[config.mk]
export PLATFORM = sky130hd
export DESIGN_NAME = sync_debounce
export DESIGN_NICKNAME = d
export VERILOG_FILES = /design/src/rtl/sync_debounce.sv
export SDC_FILE = /design/constraint.sdc
export NUM_CORES = 1
export LEC_CHECK = 0
export ABC_AREA = 1
export CAP_MARGIN = 10
export CELL_PAD_IN_SITES_DETAIL_PLACEMENT = 1
export CELL_PAD_IN_SITES_GLOBAL_PLACEMENT = 1
export CORE_AREA = 2 2 39 41
export CTS_CLUSTER_DIAMETER = 200
export DETAILED_ROUTE_END_ITERATION = 10
export DIE_AREA = 0 0 41 43
export PLACE_DENSITY = 0.63
export SLEW_MARGIN = 30
export SYNTH_ARGS = -nofsm -noshare
export SYNTH_HDL_FRONTEND = slang
export SYNTH_SLANG_ARGS = --single-unit
[constraint.sdc]
create_clock -name clk -period 1.69 [get_ports clk]
set_input_delay 0.507 -clock clk [delete_from_list [all_inputs] [get_ports clk]]
set_output_delay 0.507 -clock clk [all_outputs]
set_load 0.01 [all_outputs]
[src/rtl/sync_debounce.sv]
// sync_debounce: consecutive-sample stability filter for a synchronized 1-bit level,
// with registered rise/fall pulses. Define SYNC_DEBOUNCE_EVT_CNT_EN for the event counter.
`timescale 1ns/1ps
module sync_debounce #(
  parameter int   STABLE_CNT  = 16,
  parameter logic INITIAL_VAL = 1'b0
`ifdef SYNC_DEBOUNCE_EVT_CNT_EN
  ,
  parameter int   EVT_W       = 8
`endif
) (
  input  logic             clk,
  input  logic             reset,
  input  logic             d_sync,
  input  logic             sample_en,
`ifdef SYNC_DEBOUNCE_EVT_CNT_EN
  input  logic             evt_clr,
  output logic [EVT_W-1:0] evt_cnt,
`endif
  output logic             level,
  output logic             rise,
  output logic             fall
);

  localparam int            CW       = $clog2(STABLE_CNT + 1);
  localparam logic [CW-1:0] CNT_LAST = CW'(STABLE_CNT - 1);

  if (STABLE_CNT < 1 || STABLE_CNT > 65535) begin : g_param_check
    $error("sync_debounce: STABLE_CNT must be in 1..65535");
  end

  typedef enum logic {
    ST_STABLE  = 1'b0,
    ST_PENDING = 1'b1
  } state_t;

  state_t        r_state;
  state_t        w_state_nxt;
  logic [CW-1:0] r_cnt;
  logic [CW-1:0] w_cnt_nxt;
  logic          r_level;
  logic          w_level_nxt;
  logic          r_rise;
  logic          w_rise_nxt;
  logic          r_fall;
  logic          w_fall_nxt;
  logic          w_differ;

  assign w_differ = d_sync ^ r_level;

  // Next-state logic; the count is always zero in STABLE, so a single sample
  // can only be accepted there when STABLE_CNT is 1.
  always_comb begin
    w_state_nxt = r_state;
    w_cnt_nxt   = r_cnt;
    w_level_nxt = r_level;
    w_rise_nxt  = 1'b0;
    w_fall_nxt  = 1'b0;
    if (sample_en) begin
      case (r_state)
        ST_STABLE: begin
          if (!w_differ) begin
            w_cnt_nxt   = '0;
            w_state_nxt = ST_STABLE;
          end else if (STABLE_CNT == 1) begin
            w_level_nxt = ~r_level;
            w_rise_nxt  = ~r_level;
            w_fall_nxt  = r_level;
            w_cnt_nxt   = '0;
            w_state_nxt = ST_STABLE;
          end else begin
            w_cnt_nxt   = CW'(1);
            w_state_nxt = ST_PENDING;
          end
        end
        ST_PENDING: begin
          if (!w_differ) begin
            w_cnt_nxt   = '0;
            w_state_nxt = ST_STABLE;
          end else if (r_cnt == CNT_LAST) begin
            w_level_nxt = ~r_level;
            w_rise_nxt  = ~r_level;
            w_fall_nxt  = r_level;
            w_cnt_nxt   = '0;
            w_state_nxt = ST_STABLE;
          end else begin
            w_cnt_nxt   = r_cnt + CW'(1);
            w_state_nxt = ST_PENDING;
          end
        end
        default: begin
          w_cnt_nxt   = '0;
          w_state_nxt = ST_STABLE;
        end
      endcase
    end else begin
      w_state_nxt = r_state;
    end
  end

  // State, counter, level and pulse registers.
  always_ff @(posedge clk) begin
    if (reset) begin
      r_state <= ST_STABLE;
      r_cnt   <= '0;
      r_level <= INITIAL_VAL;
      r_rise  <= 1'b0;
      r_fall  <= 1'b0;
    end else begin
      r_state <= w_state_nxt;
      r_cnt   <= w_cnt_nxt;
      r_level <= w_level_nxt;
      r_rise  <= w_rise_nxt;
      r_fall  <= w_fall_nxt;
    end
  end

  assign level = r_level;
  assign rise  = r_rise;
  assign fall  = r_fall;

`ifdef SYNC_DEBOUNCE_EVT_CNT_EN
  localparam logic [EVT_W-1:0] EVT_MAX = '1;

  logic [EVT_W-1:0] r_evt_cnt;

  // Saturating count of emitted pulses; clear has priority over increment.
  always_ff @(posedge clk) begin
    if (reset) begin
      r_evt_cnt <= '0;
    end else if (evt_clr) begin
      r_evt_cnt <= '0;
    end else if ((r_rise || r_fall) && (r_evt_cnt != EVT_MAX)) begin
      r_evt_cnt <= r_evt_cnt + EVT_W'(1);
    end else begin
      r_evt_cnt <= r_evt_cnt;
    end
  end

  assign evt_cnt = r_evt_cnt;
`endif

endmodule

==> flow_summary.json <==
{
  "synth_mux_area_frac": 0,
  "start_util": 0.305,
  "setup-violations-final": 0,
  "fin_nets": 74,
  "rsz0062_at_grt": "no",
  "multi_input_area_um2": 219,
  "io_pins": 7,
  "synth_edf_count": 0,
  "crit_start": "fall",
  "synthArstFlopShare": 0,
  "end_kind": "output pin",
  "drt_iter0_markers": 0,
  "setup_tns_ps": 0,
  "min_period_ps": 1610,
  "core-area_um2": 1380,
  "run_status": "finished clean",
  "drc": 0,
  "synth.distinct_cells": 14,
  "min_path_type": "flip-flop to flip-flop",
  "drt-pass1-iter-count": 1,
  "grt_first_pass_wirelength_um": 1640,
  "insertion_delay_ps": 260,
  "cp-start-kind": "flip-flop",
  "synth_compound_area_frac": 0.0831,
  "crit_arrival_ps": 1100,
  "wl_per_cell_um": 10.7,
  "hold_viol": 0,
  "clock_skew_ps": 2.65,
  "drv_slew": 0,
  "dieArea_um2": 1760,
  "hold_buffers": 0,
  "p_leak_nw": 0.206,
  "synth_top_cell_area_share": 0.427,
  "r2r_slack_ps": 420,
  "final-seq-area_um2": 181,
  "synth_area_leader_cell": "dfxtp_1",
  "syn-num-nets": 61,
  "areaGrowthSynthToFinish_pct": 28.8,
  "holdCritStartpoint": "level",
  "required_ps": 1180,
  "synth_top_family_by_area": "simple AND/OR/NAND/NOR gates",
  "die_y_um": 43,
  "path_max_fanout": 1,
  "critPathKind": "flip-flop to output pin",
  "rr_endpoint": "level",
  "crit_end": "fall",
  "grt_max_degree": 7,
  "ir_drop_uv": 428,
  "grt_use_total": 0.144,
  "place.gp.congestion": 0.649,
  "worstPathCellList": "clkdlybuf4s50_1",
  "vias": 405,
  "synthAdderAreaFrac": 0.0297,
  "placementRows": 14,
  "cts-buffers-inserted": 3,
  "fillers": 181,
  "postSynthAreaPerCell_um2": 7.53,
  "via_per_inst": 4.82,
  "yosysWarnings": 0,
  "ys.flop_type": "dfxtp_1",
  "cts.path.max_buffers": 2,
  "worst_pin_slew_ps": 205,
  "power.density_nw_per_um2": 773,
  "period_share": 0.952,
  "first_global_vias": 397,
  "synth_xor_area_frac": 0,
  "cts_root_buffer": "clkbuf_4",
  "cts_tree": "done",
  "overflow": 0,
  "regToRegStartpoint": "r_cnt[0]",
  "synthCells": 56,
  "rr_worst_depth": 6,
  "drtAntennaViolNets": 0,
  "path_clk_slew_ps": 60,
  "antenna_found_initial": 0,
  "synth_area_leaders": "dfxtp_1 (43%), nand2_1 (16%), a21oi_1 (7.1%)",
  "critical_path_buf_inv_count": 1,
  "synthMostInstantiatedCell": "nand2_1",
  "cts_setup_buffers": 0,
  "n_antenna_cell": 0,
  "htreeDepth": 1,
  "netlist_area_um2": 422,
  "wirelength_um": 895,
  "dp_hpwl_um": 695,
  "numClockSinks": 9,
  "synth-seq-cells": 9,
  "slowest_stage": "clkdlybuf4s50_1",
  "fp.dieW_um": 41,
  "cap_viol_max_count": 0,
  "hold_slack_ps": 474,
  "critPathMaxStageDelay_ps": 530,
  "max_freq_ghz": 0.622,
  "drive_gt1_frac": 0.176,
  "slew-limit-headroom": 0.863,
  "synth_commonest_cells": "nand2_1 (18), dfxtp_1 (9), a21oi_1 (6), inv_1 (6), nand3_1 (4)",
  "ys_seq_area_frac": 0.427,
  "cp.depth": 1,
  "crit_family": "buffers and inverters",
  "io_buffers": 6,
  "synth-simple-area-share": 0.407
}
[placed cells by master (no fill, tap or decap)]
master,Yosys,layout
dfxtp_2,0,1
nand3_2,2,2
clkdlybuf4s50_1,0,5
nor2_2,2,2
nor3_1,2,2
nand4_1,1,1
buf_4,0,2
dfxtp_1,9,8
ha_1,1,1
clkbuf_1,0,1
dlygate4sd2_1,0,1
inv_1,6,6
nor2_4,1,1
nor3_4,1,1
a21oi_1,6,6
o21ai_0,1,1
nand3_1,4,4
nand2_1,18,18
clkbuf_4,0,3
nor2_1,2,2
[worst min-delay path by stage]
stage	slack (ps)	end	depth (start not counted)
after floorplan	450	r_cnt[4]	2
after global placement	470	r_cnt[4]	2
after detailed placement	480	r_cnt[4]	2
after CTS	480	rise	1
after global routing	510	rise	1
final	470	rise	1
[flip-flops by register name, summed over array words and instances, names as in the netlist]
name / count
rise: 1
r_state: 1
level: 1
fall: 1
r_cnt: 5
[report_power, final]
part | switching, W | total, W | internal (W) | leakage [nW]
combinational | 0.0000154 | 0.0000296 | 0.0000142 | 0.117
clock | 0.0000799 | 0.000171 | 0.0000913 | 0.0150
sequential | 0.00000402 | 0.000219 | 0.000215 | 0.0734
total | 0.0000993 | 0.000420 | 0.000320 | 0.206
[layer usage]
layer  track usage  routed length (um)
met1         0.193                 433
met2         0.178                 394
met3        0.0471                  32
met4         0.120                  36
met5             0                   0
[what timing repair did]
item,4_1_cts,5_1_grt
resized for setup,2,0
endpoints found under the setup margin,1,0
endpoints found under the hold margin,0,0
[metrics by stage]
step	cells	cell area (um^2)	setup slack, ps	power, W	utilization
floorplan	56	422	570	0.000236	-
global placement	80	517	26.3	0.000254	0.373
detailed placement	80	517	14.0	0.000254	0.373
CTS	84	543	66.8	0.000430	0.392
global route	84	543	27.3	0.000447	0.392
finish	84	543	81.3	0.000420	0.392
[kinds of logic (layout without fill, tap and decap cells)]
group / after synthesis / in the layout
and+or+nand+nor: 33 / 33
DFF: 9 / 9
AOI/OAI and AO/OA: 7 / 7
buffers and inverters: 6 / 18
adders and majority gates: 1 / 1
[layout make-up]
| class | count | share of cell area |
|---|---|---|
| clock buffers | 4 | 0.0484 |
| inverters | 6 | 0.0415 |
| multi-input cells | 41 | 0.403 |
| flip-flops and latches | 9 | 0.334 |
| well taps | 16 | 0.0369 |
| repair buffers | 8 | 0.136 |
(Power assumes the default switching activity.)
